===== config.mk =====
export PLATFORM = sky130hd
export DESIGN_NAME = password_programmer_flat
export DESIGN_NICKNAME = d
export VERILOG_FILES = /design/src/rtl/password_pkg.sv /design/src/rtl/password_programmer_if.sv /design/src/rtl/pw_hold_timer.sv /design/src/rtl/password_programmer.sv /design/src/flat_wrapper.sv
export SDC_FILE = /design/constraint.sdc
export NUM_CORES = 1
export LEC_CHECK = 0
export BUFFER_PORTS_ARGS = -buffer_cell sky130_fd_sc_hd__buf_2
export CAP_MARGIN = 20
export CORE_UTILIZATION = 55
export CTS_CLUSTER_SIZE = 20
export DETAILED_ROUTE_END_ITERATION = 8
export GPL_ROUTABILITY_DRIVEN = 0
export PLACE_DENSITY = 0.75
export SLEW_MARGIN = 20
export SYNTH_ARGS = -nofsm -noshare
export SYNTH_HDL_FRONTEND = slang
export SYNTH_SLANG_ARGS = --single-unit

===== constraint.sdc =====
create_clock -name clk -period 5 [get_ports clk]
set_input_delay 0.25 -clock clk [delete_from_list [all_inputs] [get_ports clk]]
set_output_delay 0.25 -clock clk [all_outputs]
set_load 0.01 [all_outputs]

===== src/rtl/password_pkg.sv =====
// password_pkg: shared widths, default password codes and programmer state type.
package password_pkg;
  localparam int CODE_W = 5;
  localparam int N_SLOTS = 4;
  localparam int SLOT_W = 2;
  localparam logic [CODE_W-1:0] DEF_CODE0 = 5'b11001;
  localparam logic [CODE_W-1:0] DEF_CODE1 = 5'b10111;
  localparam logic [CODE_W-1:0] DEF_CODE2 = 5'b01010;
  localparam logic [CODE_W-1:0] DEF_CODE3 = 5'b11100;
  typedef enum logic [2:0] {IDLE, NEW1, NEW2, COMMIT, DONE, ERR} state_t;
  function automatic int max2(input int a, input int b);
    return a > b ? a : b;
  endfunction
endpackage


===== src/rtl/password_programmer_if.sv =====
// password_programmer_if: front-end inputs and table/status outputs of the enrolment block.
interface password_programmer_if;
  import password_pkg::*;
  logic [CODE_W-1:0] code_in;
  logic [SLOT_W-1:0] slot_sel;
  logic enter;
  logic prog_en;
  logic [CODE_W*N_SLOTS-1:0] tbl_flat;
  logic busy;
  logic done_led;
  logic err_led;
  modport master(output code_in, slot_sel, enter, prog_en, input tbl_flat, busy, done_led, err_led);
  modport slave(input code_in, slot_sel, enter, prog_en, output tbl_flat, busy, done_led, err_led);
endinterface


===== src/rtl/pw_hold_timer.sv =====
// pw_hold_timer: loadable down-counter that saturates at zero and flags expiry.
module pw_hold_timer #(
  parameter int W = 8
) (
  input  logic         clk,
  input  logic         rst_n,
  input  logic         load,
  input  logic [W-1:0] load_val,
  output logic         expired
);
  logic [W-1:0] cnt;
  always_ff @(posedge clk or negedge rst_n)
    if (!rst_n) cnt <= '0;
    else if (load) cnt <= load_val;
    else if (cnt != '0) cnt <= cnt - 1'b1;
  assign expired = cnt == '0;
endmodule


===== src/rtl/password_programmer.sv =====
// password_programmer: authenticate / new / confirm enrolment of one slot of the password table.
// Optional PWPROG_DUP_CHECK_EN rejects a new code already held by another slot.
module password_programmer
  import password_pkg::*;
#(
  parameter int TIMEOUT_CYC = 250_000_000,
  parameter int HOLD_CYC = 100_000_000
) (
  input logic clk,
  input logic rst_n,
  password_programmer_if.slave bus
);
  localparam int CNT_W = $clog2(max2(max2(TIMEOUT_CYC, HOLD_CYC), 2));
  state_t state, nxt;
  logic [SLOT_W-1:0] slot_q;
  logic [CODE_W-1:0] new_q;
  logic [N_SLOTS-1:0][CODE_W-1:0] tbl;
  logic expired, auth_ok, dup;
  assign auth_ok = bus.code_in == tbl[bus.slot_sel];
  assign bus.tbl_flat = tbl;
`ifdef PWPROG_DUP_CHECK_EN
  always_comb begin
    dup = 1'b0;
    for (int k = 0; k < N_SLOTS; k++)
      if (SLOT_W'(k) != slot_q && tbl[k] == new_q) dup = 1'b1;
  end
`else
  assign dup = 1'b0;
`endif
  // dropping prog_en outranks enter and timeout in every non-idle state
  always_comb begin
    nxt = state;
    if (state != IDLE && !bus.prog_en) nxt = IDLE;
    else
      case (state)
        IDLE:    if (bus.enter && bus.prog_en) nxt = auth_ok ? NEW1 : ERR;
        NEW1:    nxt = bus.enter ? NEW2 : expired ? ERR : NEW1;
        NEW2:    nxt = bus.enter ? ((bus.code_in == new_q && !dup) ? COMMIT : ERR) : expired ? ERR : NEW2;
        COMMIT:  nxt = DONE;
        default: nxt = expired ? IDLE : state;
      endcase
  end
  // every transition reloads the timer: timeout budget for NEW1/NEW2, hold time otherwise
  pw_hold_timer #(.W(CNT_W)) u_timer (
    .clk(clk),
    .rst_n(rst_n),
    .load(nxt != state),
    .load_val((nxt == NEW1 || nxt == NEW2) ? CNT_W'(TIMEOUT_CYC - 1) : CNT_W'(HOLD_CYC - 1)),
    .expired(expired)
  );
  always_ff @(posedge clk or negedge rst_n)
    if (!rst_n) begin
      state <= IDLE;
      slot_q <= '0;
      new_q <= '0;
      tbl <= {DEF_CODE3, DEF_CODE2, DEF_CODE1, DEF_CODE0};
      bus.busy <= 1'b0;
      bus.done_led <= 1'b0;
      bus.err_led <= 1'b0;
    end else begin
      state <= nxt;
      bus.busy <= nxt != IDLE;
      bus.done_led <= nxt == DONE;
      bus.err_led <= nxt == ERR;
      if (state == IDLE && nxt != IDLE) slot_q <= bus.slot_sel;
      if (state == NEW1 && nxt == NEW2) new_q <= bus.code_in;
      else if (nxt == IDLE) new_q <= '0;
      if (state == COMMIT && nxt == DONE) tbl[slot_q] <= new_q;
    end
endmodule


===== src/flat_wrapper.sv =====
// flat-port wrapper written by rule: the top's interface ports become plain ports
module password_programmer_flat import password_pkg::*;
#(
  parameter int TIMEOUT_CYC = 250_000_000,
  parameter int HOLD_CYC = 100_000_000
)
  (clk, rst_n, bus_code_in, bus_slot_sel, bus_enter, bus_prog_en, bus_tbl_flat, bus_busy, bus_done_led, bus_err_led);
  password_programmer_if bus_i ();
  input logic clk;
  input logic rst_n;
  input wire logic [$bits(bus_i.code_in)-1:0] bus_code_in;
  input wire logic [$bits(bus_i.slot_sel)-1:0] bus_slot_sel;
  input wire logic [$bits(bus_i.enter)-1:0] bus_enter;
  input wire logic [$bits(bus_i.prog_en)-1:0] bus_prog_en;
  output wire logic [$bits(bus_i.tbl_flat)-1:0] bus_tbl_flat;
  output wire logic [$bits(bus_i.busy)-1:0] bus_busy;
  output wire logic [$bits(bus_i.done_led)-1:0] bus_done_led;
  output wire logic [$bits(bus_i.err_led)-1:0] bus_err_led;
  assign bus_i.code_in = bus_code_in;
  assign bus_i.slot_sel = bus_slot_sel;
  assign bus_i.enter = bus_enter;
  assign bus_i.prog_en = bus_prog_en;
  assign bus_tbl_flat = bus_i.tbl_flat;
  assign bus_busy = bus_i.busy;
  assign bus_done_led = bus_i.done_led;
  assign bus_err_led = bus_i.err_led;
  password_programmer #(.TIMEOUT_CYC(TIMEOUT_CYC), .HOLD_CYC(HOLD_CYC)) u_core (.clk(clk), .rst_n(rst_n), .bus(bus_i));
endmodule

==> impl_metrics.tcl, run 1 <==
set metrics [dict create \
    rsz0062_at_grt "no" \
    fp-row-count 27 \
    syn-num-nets 311 \
    peakVddDrop_mv 0.318 \
    die-width_um 79.0 \
    cts_made_buffers 9 \
    drt-total-wl_um 6920 \
    route.detailed.drc 0 \
    insertion_delay_ps 360 \
    tritoncts_clock_tree "built" \
    grt_first_pass_wirelength_um 11400 \
    final.min_clock_period_ps 3070 \
    worst_slew_pin_slew_ps 1030 \
    count_of_hold_fix_buffers_inserted_at_cts 0 \
    die_area_um2 6250 \
    clock-sinks 61 \
    final-setup-viol-count 0 \
    design.portCount 34 \
    layout-drive-gt1-share_pct 30.2 \
    capturing_point_of_the_worst_reg2reg_path "u_core.u_timer.cnt[14]" \
    placeableCoreArea_um2 5610 \
    slew-limit-headroom_pct 30.7 \
    finalMaxSlewViolations 0 \
    critical_path_sink_type "register" \
    finalCritPeriodShare_pct 61.3 \
    place_hpwl_um 4900 \
    post_synth_instance_area_um2 3260 \
    critPathCapture "u_core.u_timer.cnt[14]" \
    syn-instance-count 299 \
    setup_tns_ps 0 \
    hold_viol 0 \
    holdCritPathClass "in -> async" \
    first_global_vias 2352 \
    synthArstFlopShare_pct 100 \
    worst_ep_arrival_time_ps 3340 \
    clock_skew_ps 11.3 \
    fillerInstances 468 \
    syn_avg_cell_area_um2 10.9 \
    grt.busiest_layer "met1" \
    r2r_path_start "u_core.u_timer.cnt[10]" \
    grt_use_met1_pct 34.9 \
    maximum_number_of_pins_on_one_net_before_global_route_repair 62 \
    timing.max_cap.violations 0 \
    timing.critical_path.from "u_core.u_timer.cnt[10]" \
    antenna_left 0 \
    worstPathRequired_ps 5280 \
    cts_root_buf "clkbuf_8" \
    antenna_cells 0 \
    max_freq_ghz 0.326 \
    area_growth_syn_to_layout_pct 13.6 \
    reg2reg_setup_slack_ps 1930 \
    worst_setup_hold_path_clk_slew_ps 70 \
    yosys.area.top_type_share_pct 37.6 \
    die_h_um 79.0 \
    yosysSeqAreaShare_pct 47.2 \
    routed_length_per_instance_um 16.9 \
    first_pass_iteration_count_of_the_detailed_router 4 \
    use_met2_pct 34.7 \
    critical_path_peak_fanout 19 \
    outcome "complete, no violations" \
    portBuffers 33 \
    leakage_uw 0.00154 \
    timing.setup.critical_path_class "reg -> reg" \
    grt_overflow 0 \
    cts-resized-gates 0 \
    number_of_antenna_violations_at_the_first_check_in_global_routing 0 \
    netlist_top_cells_area "dfrtp_1 (38%), dfstp_2 (9.7%), mux2_2 (7.9%)" \
    initialDrtViolationCount 194 \
    timing.hold.ws_ps 22.9 \
    synth.yosys.warnings 0 \
    ys.flop_type "dfrtp_1" \
    power_per_cell_area_nw_per_um2 446 \
    cts.repair_timing.setup_buffer_count 0 \
    detailroute.via_count 2428 \
    synth.distinct_cells 55 \
    h_tree_levels 3 \
    layout.cells.most_common "dfrtp_1" \
    worst_setup_path_start_kind "register" \
    r2r_cells 7 \
    route.detailed.vias_per_inst 5.92 \
    globalRouteTotalUtil_pct 24.8 \
    clockBufferDepth 2 \
    layout.cells.most_common_list "dfrtp_1 (49), buf_2 (33), nand2_1 (29)" \
    final_net_count 345 \
    groute.layer.met3.usage_pct 7.01 \
    synth_seq_cells 61 \
    initial_core_util_pct 58.2 \
    synth_largest_area_cell "dfrtp_1" \
    synth_enable_flop_cells 0 \
]
==> worst min-delay path by stage <==
| stage | start | end | slack, ps | cells past startpoint |
|---|---|---|---|---|
| 3_5_place_dp | rst_n | u_core.u_timer.cnt[26] | 450 | 2 |
| 6_report | rst_n | u_core.u_timer.cnt[22] | 20 | 2 |
| 3_3_place_gp | rst_n | u_core.u_timer.cnt[22] | 450 | 2 |
| 5_1_grt | rst_n | u_core.u_timer.cnt[18] | 120 | 2 |
| 2_1_floorplan | rst_n | u_core.bus.busy | -50 | 0 |
| 4_1_cts | rst_n | u_core.u_timer.cnt[22] | 70 | 2 |
==> cells by family (layout without fill, tap and decap cells) <==
family / after synthesis / count (layout) / share of synthesized area (%)
flip-flops: 61 / 61 / 47.2
adder cells (fa/ha/maj): 1 / 1 / 0.383
AO/OA/AOI/OAI: 41 / 41 / 10.8
multiplexers: 30 / 30 / 11.2
AND/OR/NAND/NOR: 116 / 116 / 19.0
buffers and inverters: 15 / 54 / 1.88
XOR/XNOR: 35 / 35 / 9.39
==> through the flow <==
| step | std cells | utilization, % | total power, uW | setup WS [ps] | instance area [um^2] |
|---|---|---|---|---|---|
| after CTS | 410 | 66.1 | 1660 | 1840 | 3700 |
| after global routing | 410 | 66.1 | 1750 | 1700 | 3710 |
| after global placement | 394 | 62.1 | 1140 | 2050 | 3480 |
| final | 410 | 66.1 | 1650 | 1930 | 3710 |
| after floorplan | 299 | - | 1030 | 2470 | 3260 |
| after detailed placement | 394 | 62.1 | 1160 | 1820 | 3480 |
==> metal layers <==
layer	routed length, um	vias up
met2	3060	70
li1	-	1145
met1	3280	1194
met5	0	-
met3	383	19
met4	193	0
==> sequential cells by signal (all words and copies together) (netlist names) <==
| name | count |
|---|---|
| u_core.u_timer.cnt | 28 |
| u_core.bus.tbl_flat | 20 |
| u_core.new_q | 5 |
| u_core.state | 3 |
| u_core.slot_q | 2 |
| u_core.bus.busy | 1 |
| u_core.bus.done_led | 1 |
| u_core.bus.err_led | 1 |
==> cell usage after synthesis (5+ instances only) <==
master	n
o21ai_1	6
a31oi_1	5
dfstp_2	12
nor2_1	20
dfrtp_1	49
a21oi_1	5
nor3_1	15
nand3_1	7
or3_1	5
xor2_1	23
a22o_1	6
nor2b_1	5
mux2_2	23
nor4_1	7
nand2_1	29
xnor2_1	12
clkbuf_1	9
==> where the power goes <==
group	switching (uW)	internal [uW]	leakage, uW
registers	133	597	0.000702
logic	243	186	0.000740
clock network	214	282	0.000102
total	589	1060	0.00154
==> worst max-delay path, stage by stage (launching register included) <==
cell	delay, ps
dfrtp_1	410
or4_4	580
nor3_4	260
nand3_1	470
a22o_1	390
a2bb2oi_2	370
nor2_2	260
a21oi_1	240
==> area by class of cell <==
type                            count  area (um^2)  share of cell area (%)
Clock buffer                        9          124                    3.34
Clock inverter                      7          100                    2.70
Inverter                            4         15.0                   0.405
Multi-Input combinational cell    223         1660                    44.9
Sequential cell                    61         1540                    41.6
Tap cell                           72         90.1                    2.43
Timing Repair Buffer               34          173                    4.66
(Power assumes the default switching activity.)
==> run 2, diff against run 1 <==
--- a/config.mk
+++ b/config.mk
@@ -5,6 +5,7 @@
 export SDC_FILE = /design/constraint.sdc
 export NUM_CORES = 1
 export LEC_CHECK = 0
+export ABC_AREA = 1
 export BUFFER_PORTS_ARGS = -buffer_cell sky130_fd_sc_hd__buf_2
 export CAP_MARGIN = 20
 export CORE_UTILIZATION = 55
==> constraint.sdc (replaced) <==
create_clock -name clk -period 3.2 [get_ports clk]
set_input_delay 0.16 -clock clk [delete_from_list [all_inputs] [get_ports clk]]
set_output_delay 0.16 -clock clk [all_outputs]
set_load 0.01 [all_outputs]
==> run 2 against run 1 <==
Area after synthesis increased by 6.6%. Synthesized cell count up 52%. Sequential share of layout area fell by 2.9 points. Clock power grew 80%. Non-clock buffer count is 3 higher. Maximum frequency increased by 14%. Sequential power grew 44%. Final cell count rose by 40%. Largest cell class unchanged. Largest power group unchanged. Highest routed layer unchanged.
==> impl_metrics.tcl, run 2 <==
set metrics [dict create \
    area_growth_syn_to_layout_pct 14.5 \
    post_synth_instance_area_um2 3480 \
    worst_slew_pin_slew_ps 837 \
    layout-drive-gt1-share_pct 21.6 \
    yosys.area.top_type_share_pct 35.2 \
    critical_path_sink_type "register" \
    finalCritPeriodShare_pct 84.0 \
    cts.repair_timing.setup_buffer_count 0 \
    synth.distinct_cells 32 \
    routed_length_per_instance_um 14.0 \
    yosysSeqAreaShare_pct 44.3 \
    slew-limit-headroom_pct 44.2 \
    final-setup-viol-count 0 \
    layout.cells.most_common_list "nand2_1 (128), inv_1 (49), dfrtp_1 (49)" \
    globalRouteTotalUtil_pct 26.9 \
    antenna_left 0 \
    peakVddDrop_mv 0.624 \
    setup_tns_ps 0 \
    hold_viol 0 \
    clockBufferDepth 2 \
    number_of_antenna_violations_at_the_first_check_in_global_routing 0 \
    grt_first_pass_wirelength_um 13400 \
    critical_path_peak_fanout 12 \
    cpPeakStageDelay_ps 390 \
    synthArstFlopShare_pct 100 \
    worstPathRequired_ps 3440 \
    synth_top_cells_by_count "nand2_1 (128), dfrtp_1 (49), inv_1 (49)" \
    final.min_clock_period_ps 2690 \
    die-width_um 81.6 \
    timing.setup.critical_path_class "reg -> reg" \
    syn_avg_cell_area_um2 7.68 \
    initial_core_util_pct 57.8 \
    initialDrtViolationCount 163 \
    path_cells "inv_1, ha_1, inv_2, nor2_4, nand2_2, nor2_4, nand2_4, nand2_4, nand2_1, nand2_1, nand3_2, nand2_2, nand2_2, nor2_4, nand2_2, nor2_4, nand2_1, nand2_1, nand2_1" \
    portBuffers 33 \
    max_freq_ghz 0.372 \
    tritoncts_clock_tree "built" \
    synth_seq_cells 61 \
    timing.max_cap.violations 0 \
    outcome "complete, no violations" \
    route.detailed.drc 0 \
    grt_overflow 0 \
    whs_path_depth 3 \
    antenna_cells 0 \
    leakage_uw 0.00202 \
    ys.flop_type "dfrtp_1" \
    worst_setup_hold_path_clk_slew_ps 70 \
    cts-resized-gates 0 \
    finalMaxSlewViolations 0 \
    maximum_number_of_pins_on_one_net_before_global_route_repair 40 \
    clock_skew_ps 12.9 \
    insertion_delay_ps 350 \
    syn-num-nets 465 \
    first_pass_iteration_count_of_the_detailed_router 5 \
    holdCritPathClass "in -> reg" \
    route.detailed.vias_per_inst 5.42 \
    design.portCount 34 \
    worst_path_max_delay_cell "dfrtp_1" \
    rsz0062_at_grt "no" \
    synth_enable_flop_cells 0 \
    place_hpwl_um 5900 \
    drt-total-wl_um 8050 \
    yosysMostFrequentCell "nand2_1" \
    die_area_um2 6650 \
    die_h_um 81.6 \
    final_net_count 507 \
    synth_largest_area_cell "dfrtp_1" \
    h_tree_levels 3 \
    power_per_cell_area_nw_per_um2 751 \
    clock-sinks 61 \
    cts_root_buf "clkbuf_8" \
    placeableCoreArea_um2 6030 \
    p_total_uw 2990 \
    first_global_vias 2927 \
    synth.yosys.warnings 0 \
    r2r_cells 19 \
    cts_made_buffers 9 \
    flip_flop_count_of_the_largest_register_after_layout 28 \
    fin_util_pct 66.2 \
    worst_setup_path_start_kind "register" \
    cpMostUsedCell "nand2_1" \
    syn-instance-count 453 \
    layout.cells.most_common "nand2_1" \
    detailroute.via_count 3115 \
    register_with_the_highest_flop_count "u_core.u_timer.cnt" \
    worst_ep_arrival_time_ps 2930 \
    netlist_top_cells_area "dfrtp_1 (35%), nand2_1 (14%), dfstp_2 (9.1%)" \
    fp-row-count 28 \
]
==> run 2: cell types whose count changed after synthesis, moves of 7 or more <==
cell / delta
o21ai_1: +7
nand3_1: +38
nand2_2: +11
o22ai_1: +8
nor2_1: +11
inv_2: +17
inv_1: +45
clkbuf_1: -9
nand2_1: +99
xnor2_1: -10
nand4_1: +10
mux2_2: -23
==> run 2: kinds of logic after synthesis <==
group / Yosys count / share of synthesized area, %
buf+inv: 72 / 8.41
compound gates: 41 / 6.54
fa+ha+maj: 1 / 0.359
simple gates: 259 / 35.6
flops: 61 / 44.3
xor+xnor: 19 / 4.78
==> run 2: final cells by class <==
cell class / count / area, um^2
Multi-Input combinational cell: 320 / 1650
Timing Repair Buffer: 37 / 198
Fill cell: 519 / 2040
Sequential cell: 61 / 1540
Clock buffer: 13 / 169
Inverter: 66 / 248
Tap cell: 75 / 93.8
Clock inverter: 3 / 90.1
==> run 2: worst max-delay path, delay by kind of cell (launching register included) <==
family                     cells  cell delay, ps
and+or+nand+nor               16            1720
DFF                            1             390
adders and majority gates      1             250
buffers and inverters          2             180
==> run 2: power breakdown <==
group	internal (uW)	total, uW	leakage (uW)	switching, uW
combinational	310	1050	0.00118	740
sequential	915	1050	0.000704	135
clock	582	892	0.000130	310
total	1810	2990	0.00202	1180
==> run 2: timing repair <==
item,4_1_cts,5_1_grt
hold endpoints to repair,27,0
hold buffers,1,0
setup endpoints to repair,0,0
==> run 2: per-stage QoR <==
step	setup slack (ps)	hold slack [ps]	instances	instance area, um^2
global route	289	158	575	3990
CTS	504	137	575	3990
detailed placement	542	329	558	3720
finish	510	152	575	3990
global placement	647	322	558	3720
floorplan	927	-136	453	3480
==> run 2: final timing paths <==
| kind | from | end | slack [ps] |
|---|---|---|---|
| setup reg to reg | u_core.u_timer.cnt[0] | u_core.bus.tbl_flat[8] | 510 |
| max in group asynchronous | rst_n | u_core.bus.tbl_flat[4] | 1870 |
| hold / removal | bus_code_in[2] | u_core.new_q[2] | 150 |
| setup / recovery | u_core.u_timer.cnt[0] | u_core.bus.tbl_flat[8] | 510 |
| min in group asynchronous | rst_n | u_core.u_timer.cnt[6] | 450 |
| hold reg to reg | u_core.bus.tbl_flat[18] | u_core.bus.tbl_flat[18] | 480 |
==> run 2: routing by layer <==
| layer | up-vias | GRT usage, % | share of wire (%) |
|---|---|---|---|
| met1 | 1473 | 34.5 | 47 |
| met3 | 18 | 5.67 | 3.7 |
| met5 | - | 0 | 0 |
| li1 | 1541 | - | - |
| met4 | 0 | 14.3 | 2.4 |
| met2 | 83 | 42.4 | 46 |
==> run 3, diff against run 2 <==
==> constraint.sdc (replaced) <==
create_clock -name clk -period 2.5 [get_ports clk]
set_input_delay 0.125 -clock clk [delete_from_list [all_inputs] [get_ports clk]]
set_output_delay 0.125 -clock clk [all_outputs]
set_load 0.01 [all_outputs]
==> run 3 against run 2 <==
Critical path depth unchanged. First-iteration DRC count rose by 10%. Count of clock-buffer cells in the layout rose by 1. Power grew 22%. Final cell count grew 2.6%. Clock skew shrank 2.9 ps. Largest power group is now combinational cells. Highest routed layer unchanged.
==> impl_metrics.tcl, run 3 (synthesis results as in run 2) <==
set metrics [dict create \
    outcome "complete, no violations" \
    area_growth_syn_to_layout_pct 17.7 \
    layout.cells.most_common_list "nand2_1 (124), dfrtp_1 (49), inv_1 (46)" \
    first_pass_iteration_count_of_the_detailed_router 4 \
    worst_slew_pin_slew_ps 696 \
    layout-drive-gt1-share_pct 25.4 \
    routed_length_per_instance_um 14.2 \
    critical_path_buf_inv_count 3 \
    worst_ep_arrival_time_ps 2620 \
    timing.setup.critical_path_class "reg -> reg" \
    critical_path_sink_type "register" \
    final_net_count 522 \
    slew-limit-headroom_pct 53.6 \
    first_global_vias 2971 \
    tritoncts_clock_tree "built" \
    peakVddDrop_mv 0.840 \
    initial_core_util_pct 57.8 \
    worstPathRequired_ps 2790 \
    grt_overflow 0 \
    clockBufferDepth 2 \
    route.detailed.drc 0 \
    p_total_uw 3650 \
    critical_path_peak_fanout 6 \
    route.detailed.vias_per_inst 5.36 \
    max_freq_ghz 0.428 \
    cts_made_buffers 9 \
    worst_setup_path_start_kind "register" \
    number_of_antenna_violations_at_the_first_check_in_global_routing 0 \
    die_area_um2 6650 \
    final.min_clock_period_ps 2340 \
    reg2reg_setup_slack_ps 160 \
    path_cells "inv_2, ha_4, inv_2, nor2_4, nand2_2, nor2_4, nand2_4, nand2_4, nand2_1, nand2_1, nand3_2, nand2_2, nand2_2, nor2_4, nand2_4, nor2_4, buf_4, nand3_1, nand2_1" \
    initialDrtViolationCount 180 \
    worst_path_max_delay_cell "dfrtp_1" \
    capturing_point_of_the_worst_reg2reg_path "u_core.bus.tbl_flat[15]" \
    fp-row-count 28 \
    antenna_left 0 \
    place_hpwl_um 6190 \
    placeableCoreArea_um2 6030 \
    leakage_uw 0.00207 \
    cts_root_buf "clkbuf_8" \
    final-setup-viol-count 0 \
    finalCritPeriodShare_pct 93.5 \
    pre_cts_slack_ps 35.0 \
    die_h_um 81.6 \
    portBuffers 33 \
    cpLargestDelayFamily "simple AND/OR/NAND/NOR gates" \
    antenna_cells 0 \
    maximum_number_of_pins_on_one_net_before_global_route_repair 33 \
    power_per_cell_area_nw_per_um2 890 \
    cpPeakStageDelay_ps 410 \
    whs_path_depth 3 \
    hold_end "u_core.new_q[4]" \
    die-width_um 81.6 \
    design.portCount 34 \
    flip_flop_count_of_the_largest_register_after_layout 28 \
    worst_setup_hold_path_clk_slew_ps 70 \
    register_with_the_highest_flop_count "u_core.u_timer.cnt" \
    insertion_delay_ps 350 \
    r2r_path_start "u_core.u_timer.cnt[0]" \
    timing.max_cap.violations 0 \
    cpMostUsedCell "nor2_4" \
    h_tree_levels 3 \
    layout.cells.most_common "nand2_1" \
    hold_path_startpoint "bus_code_in[4]" \
    globalRouteTotalUtil_pct 28.0 \
    grt_first_pass_wirelength_um 13800 \
    r2r_cells 19 \
    drt-total-wl_um 8400 \
    setup_ws_ps 163 \
    holdCritPathClass "in -> reg" \
    clock_skew_ps 10.0 \
    detailroute.via_count 3164 \
    clock-sinks 61 \
    finalMaxSlewViolations 0 \
    hold_viol 0 \
]
## run 3: cell count changes in the layout (fill, tap and decap cells not counted), sizes merged
cell    change
nor2        +1
clkinv      +2
buf        +14
clkbuf      +1
bufinv      -3
## run 3: worst max path at each step
stage                                     start                 endpoint  slack [ps]  cells after the start
final                     u_core.u_timer.cnt[0]  u_core.bus.tbl_flat[15]         160                     19
after global routing      u_core.u_timer.cnt[9]   u_core.bus.tbl_flat[5]         -40                     18
after floorplan           u_core.u_timer.cnt[0]    u_core.u_timer.cnt[4]         230                     18
after global placement    u_core.u_timer.cnt[0]  u_core.bus.tbl_flat[16]         130                     19
after detailed placement  u_core.u_timer.cnt[0]  u_core.bus.tbl_flat[16]          30                     19
after CTS                 u_core.u_timer.cnt[0]  u_core.bus.tbl_flat[16]          20                     19
## run 3: where the power goes
group          total (uW)  switching [uW]  internal (uW)  leakage [uW]
registers            1360             189           1170      0.000704
logic                1520            1010            509       0.00129
clock network         764             379            385     0.0000844
total                3650            1580           2070       0.00207
## run 3: per-layer routing
metal / track usage [%] / wire length, um / part of all wire (%) / vias up
met1: 35.7 / 3790 / 45 / 1481
met2: 45.6 / 4040 / 48 / 82
met3: 7.11 / 382 / 4.6 / 24
li1: - / - / - / 1577
met5: 0 / 0 / 0 / -
met4: 10.4 / 184 / 2.2 / 0
## run 3: area by class of cell
cell class              count  area (um^2)
multi-input cells         321         1730
clock inverters             2         10.0
well taps                  75         93.8
repair buffers             51          323
flip-flops and latches     61         1540
inverters                  66          250
clock buffers              14          153
fillers                   494         1930
## run 3: tightest hold or removal path, delay by kind of cell
family | cells | cell delay (ps)
buffers and inverters | 2 | 190
AOI/OAI and AO/OA | 1 | 100
## run 3: through the flow
step           cells  utilization (%)  setup TNS [ps]  hold WS [ps]  cell area [um^2]
2_1_floorplan    453                -               0          -171              3480
3_3_place_gp     564             62.6               0           211              3770
3_5_place_dp     564             62.6               0           210              3770
4_1_cts          581             65.5               0           111              3950
5_1_grt          590             68.0            -153           129              4100
6_report         590             68.0               0           111              4100
## run 3: repair_timing
item / in CTS / in global routing
endpoints found under the hold margin: 29 / 0
endpoints found under the setup margin: 0 / 48
hold buffers: 1 / 0
setup buffers: 0 / 8
gates resized for setup: 0 / 23
